==> src/rtl/rv32i_fetch_unit.sv <==
// rv32i_fetch_unit
// Instruction-fetch stage of the RV32I core. Owns the program counter,
// addresses the instruction ROM with the full byte PC, and registers the
// returned word into the IF/ID pipeline register for the decoder.
// Supports stalls, taken-branch/jump redirects with a one-slot flush, and a
// sticky halt when a redirect target is not word aligned.

module rv32i_fetch_unit #(
    parameter logic [31:0] RESET_PC  = 32'h0000_0000,  // must be 4-byte aligned
    parameter logic [31:0] NOP_INSTR = 32'h0000_0013   // addi x0,x0,0
) (
    input  logic        clock,
    input  logic        reset,
    input  logic        STALL,
    input  logic        BRANCH_TAKEN,
    input  logic [31:0] BRANCH_TARGET,
    input  logic [31:0] INSTR,
    output logic [31:0] PC,
    output logic [31:0] ID_PC,
    output logic [31:0] ID_PC_PLUS4,
    output logic [31:0] ID_INSTR,
    output logic        ID_VALID,
    output logic        TRAP,
    output logic [31:0] TRAP_ADDR,
    output logic [31:0] FETCH_COUNT
);

    localparam logic [0:0] RUN  = 1'b0;
    localparam logic [0:0] HALT = 1'b1;

    logic [0:0]  state;
    logic [31:0] pc_plus4;
    logic        target_misaligned;

    // Sequential PC increment; wraps modulo 2^32 by construction.
    assign pc_plus4          = PC + 32'd4;
    assign target_misaligned = (BRANCH_TARGET[1:0] != 2'b00);

    // PC, IF/ID register, trap capture and delivered-instruction counter.
    // NOTE: every register here uses non-blocking assignment so that all of
    // them sample the pre-edge values of PC and each other on the same edge.
    always_ff @(posedge clock or posedge reset) begin
        if (reset) begin
            state       <= RUN;
            PC          <= RESET_PC;
            ID_PC       <= 32'h0000_0000;
            ID_PC_PLUS4 <= 32'h0000_0004;
            ID_INSTR    <= NOP_INSTR;
            ID_VALID    <= 1'b0;
            TRAP        <= 1'b0;
            TRAP_ADDR   <= 32'h0000_0000;
            FETCH_COUNT <= 32'h0000_0000;
        end else begin
            case (state)
                RUN: begin
                    if (BRANCH_TAKEN && target_misaligned) begin
                        // Misaligned redirect: freeze fetch, record the target.
                        TRAP      <= 1'b1;
                        TRAP_ADDR <= BRANCH_TARGET;
                        ID_VALID  <= 1'b0;
                        ID_INSTR  <= NOP_INSTR;
                        state     <= HALT;
                    end else if (BRANCH_TAKEN) begin
                        // Redirect wins over a stall; the word fetched this
                        // cycle is on the wrong path and is dropped.
                        PC       <= BRANCH_TARGET;
                        ID_VALID <= 1'b0;
                        ID_INSTR <= NOP_INSTR;
                    end else if (!STALL) begin
                        ID_PC       <= PC;
                        ID_PC_PLUS4 <= pc_plus4;
                        ID_INSTR    <= INSTR;
                        ID_VALID    <= 1'b1;
                        PC          <= pc_plus4;
                        FETCH_COUNT <= FETCH_COUNT + 32'd1;
                    end
                    // STALL without redirect: everything holds.
                end
                HALT: begin
                    // Only reset leaves HALT; keep the slot invalid.
                    ID_VALID <= 1'b0;
                    ID_INSTR <= NOP_INSTR;
                end
                default: state <= RUN;
            endcase
        end
    end

endmodule

==> config.mk <==
export PLATFORM = sky130hd
export DESIGN_NAME = rv32i_fetch_unit
export DESIGN_NICKNAME = d
export VERILOG_FILES = /design/src/rtl/rv32i_fetch_unit.sv
export SDC_FILE = /design/constraint.sdc
export NUM_CORES = 1
export LEC_CHECK = 0
export BUFFER_PORTS_ARGS = -buffer_cell sky130_fd_sc_hd__buf_2
export CELL_PAD_IN_SITES_DETAIL_PLACEMENT = 1
export CELL_PAD_IN_SITES_GLOBAL_PLACEMENT = 2
export CORE_ASPECT_RATIO = 0.6
export CORE_MARGIN = 2
export CORE_UTILIZATION = 34
export CTS_CLUSTER_DIAMETER = 80
export DETAILED_ROUTE_END_ITERATION = 8
export GPL_TIMING_DRIVEN = 0
export PLACE_DENSITY_LB_ADDON = 0.25
export SYNTH_ARGS = -nofsm -noshare
export SYNTH_HDL_FRONTEND = slang
export SYNTH_SLANG_ARGS = --single-unit
==> constraint.sdc <==
create_clock -name clock -period 15.1 [get_ports clock]
set_clock_uncertainty 0.15 [all_clocks]
set_input_delay 0.755 -clock clock [delete_from_list [all_inputs] [get_ports clock]]
set_output_delay 0.755 -clock clock [all_outputs]
set_load 0.02 [all_outputs]
==> results_dict.tcl <==
set metrics [dict create \
    viasPerCell 5.042 \
    hold_buffers 0 \
    grt_pass1_wl_um 44970 \
    cts-resized-gates 0 \
    synth_compound_gate_area_share_pct 11.05 \
    fmax_mhz 308.4 \
    chipWidth_um 206.7 \
    drtIter0Drc 453 \
    yosys_register_bits 193 \
    synthMuxAreaShare_pct 4.554 \
    area_delta_synth_final_pct 27.68 \
    worstMarginPinSlew_ns 1.159 \
    wl_um 29320 \
    cpPeakStageDelay_ns 0.90 \
    netlist_instances 795 \
    slowest_stage "nor4_1" \
    status "complete, no violations" \
    path_clk_slew_ns 0.07 \
    crit_path_start_kind "input pin" \
    dr.pass1.iters 4 \
    p_leak_nw 5.306 \
    cts_sinks 193 \
    crit_required_ns 15.28 \
    fillCellCount 2797 \
    path_class "in -> reg" \
    finalCriticalPeriod_ns 3.243 \
    grt_overflow 0 \
    die_area_sq_mm 0.02596 \
    htree_levels 4 \
    routedWlPerCell_um 20.76 \
    ys_seq_area_share_pct 57.70 \
    cts_made_buffers 17 \
    drive_gt1_share_pct 31.89 \
    synthSimpleGateAreaFrac_pct 17.28 \
    rows 44 \
    cp_data_arrival_time_ns 3.42 \
    maxCapViolations 0 \
    avgSynthCellArea_sq_um 10.54 \
    synth-edff-count 0 \
    cts_root_buf "clkbuf_16" \
    rsz0062_at_grt "false" \
    synth_fa_ha_area_share_pct 0.2986 \
    final_antenna_net_count 0 \
    cp_max_fo 8 \
    via_count 7119 \
    ys_warn_count 0 \
    synth-xor-area-share_pct 6.062 \
    power_w 0.001253 \
    cp_top_family "simple AND/OR/NAND/NOR gates" \
    crit_path_end_kind "register" \
    gp_congestion 0.8552 \
    cts_tree "done" \
    clockBufferDepth 2 \
    initial_core_util_pct 34.67 \
    path_cells "clkbuf_1 > nor3_1 > nand4_1 > nor4_1 > nand4_1 > xnor2_1" \
    path_common_cell "nand4_1" \
    antenna_found_initial 2 \
    hold_viol 0 \
    syn_area_sq_mm 0.008379 \
    synth_flop_cell "dfrtp_1" \
    io_pins 262 \
    finalSetupViolations 0 \
    port_buffers 260 \
    vdd_drop_max_v 0.00008170 \
    insertion_delay_ns 0.44 \
    ys_types 53 \
    min_period_over_period_pct 21.48 \
    cts_setup_buffers 0 \
    slew_headroom_pct 22.13 \
    slew_violations 0 \
    hold_path.class "in -> async" \
    die_y_um 125.6 \
    tns_ns 0 \
    core-area_sq_mm 0.02417 \
    synth_fp_nets 865 \
    layout_commonest_cell "buf_2" \
    dpl.hpwl_um 22090 \
    mostFrequentLayoutCells "buf_2 (263), dfrtp_1 (189), nand2_1 (172), o21ai_0 (48), clkbuf_1 (46)" \
    critPathBufInv 1 \
    grt_max_degree 109 \
    layout.nets 1145 \
    async_flop_share_pct 100.0 \
    grt_pass1_vias 7373 \
    cellPowerDensity_mw_per_mm2 117.2 \
    grt.total_usage_pct 23.27 \
    route.detailed.drc 0 \
    synth_top_family_by_area "simple AND/OR/NAND/NOR gates" \
]
-- per-stage QoR --
| step | instance area [sq um] | hold WS, ns | utilization (%) | setup WS, ns | instances |
|---|---|---|---|---|---|
| after floorplan | 8379 | 0.3037 | - | 8.946 | 795 |
| after global placement | 10080 | 0.2980 | 41.72 | 6.253 | 1377 |
| after detailed placement | 10120 | 0.3013 | 41.87 | 11.37 | 1378 |
| after CTS | 10690 | 0.3251 | 44.25 | 11.85 | 1410 |
| after global routing | 10700 | 0.3486 | 44.26 | 11.66 | 1411 |
| final | 10700 | 0.2994 | 44.27 | 11.86 | 1412 |
-- layout make-up --
type | instances | area [sq um] | share of cell area [%]
sequential | 193 | 4835 | 45.19
multi-input combinational | 539 | 3288 | 30.73
timing repair buffer | 261 | 1329 | 12.42
clock buffer | 23 | 467.9 | 4.374
tap | 322 | 402.9 | 3.766
buffer | 54 | 222.7 | 2.082
clock inverter | 9 | 107.6 | 1.006
inverter | 9 | 41.29 | 0.3859
antenna | 2 | 5.005 | 0.04678
-- metal layers --
metal,part of all wire [%],GRT usage (%),vias up
met1,51,35.86,3575
li1,-,-,3334
met2,41,31.62,188
met3,7.1,7.013,20
met4,0.97,5.210,2
met5,0.024,0,-
-- registers in the layout, indices dropped and copies added, names as in the netlist --
register,cells
ID_PC_PLUS4,30
state,1
TRAP_ADDR,32
FETCH_COUNT,32
TRAP,1
ID_VALID,1
ID_PC,32
ID_INSTR,32
PC,32
-- cell usage after synthesis (3+ instances only) --
library cell / count / share of area (%)
and3_1: 11 / 0.82
buf_4: 4 / 0.36
clkbuf_1: 42 / 1.9
a31o_2: 5 / 0.52
inv_1: 9 / 0.40
a21oi_1: 9 / 0.54
dfstp_2: 4 / 1.3
o21ai_1: 3 / 0.18
and2_1: 5 / 0.37
o22a_1: 3 / 0.31
or4_1: 4 / 0.36
a22o_1: 30 / 3.1
a31oi_1: 3 / 0.22
nor3_1: 15 / 0.90
xnor2_1: 39 / 4.1
dfrtp_1: 189 / 56
nor4_1: 7 / 0.52
nand3_1: 37 / 2.2
a22oi_1: 8 / 0.72
xor2_1: 19 / 2.0
mux2_2: 33 / 4.4
o21ai_0: 48 / 2.9
o311ai_0: 8 / 0.84
buf_1: 4 / 0.18
nand4_1: 14 / 1.0
nand2_1: 172 / 7.7
or3_1: 9 / 0.67
buf_2: 3 / 0.18
nor2_1: 25 / 1.1
-- where the power goes --
group | internal (W) | total [W] | leakage [nW] | switching (W)
logic | 0.0000699 | 0.000204 | 2.56 | 0.000134
clock network | 0.000253 | 0.000457 | 0.277 | 0.000204
registers | 0.000561 | 0.000593 | 2.47 | 0.0000321
total | 0.000883 | 0.00125 | 5.31 | 0.000370
-- logic make-up after synthesis --
kind of cell             Yosys count
AND/OR/NAND/NOR                  311
buffers and inverters             63
adder cells (fa/ha/maj)            2
flip-flops                       193
multiplexers                      34
AO/OA/AOI/OAI                    134
XOR/XNOR                          58
-- path summary, 6_finish.rpt --
check,cells after the start,slack (ns),to,startpoint
max,6,11.86,FETCH_COUNT[31],BRANCH_TAKEN
min reg2reg,1,0.32,TRAP,TRAP
max in group asynchronous,3,13.59,FETCH_COUNT[19],reset
min,2,0.30,ID_INSTR[24],reset
max reg2reg,5,11.94,FETCH_COUNT[31],state
min in group clock,1,0.32,TRAP,TRAP
No activity file was read; power rests on OpenSTA's default activity.
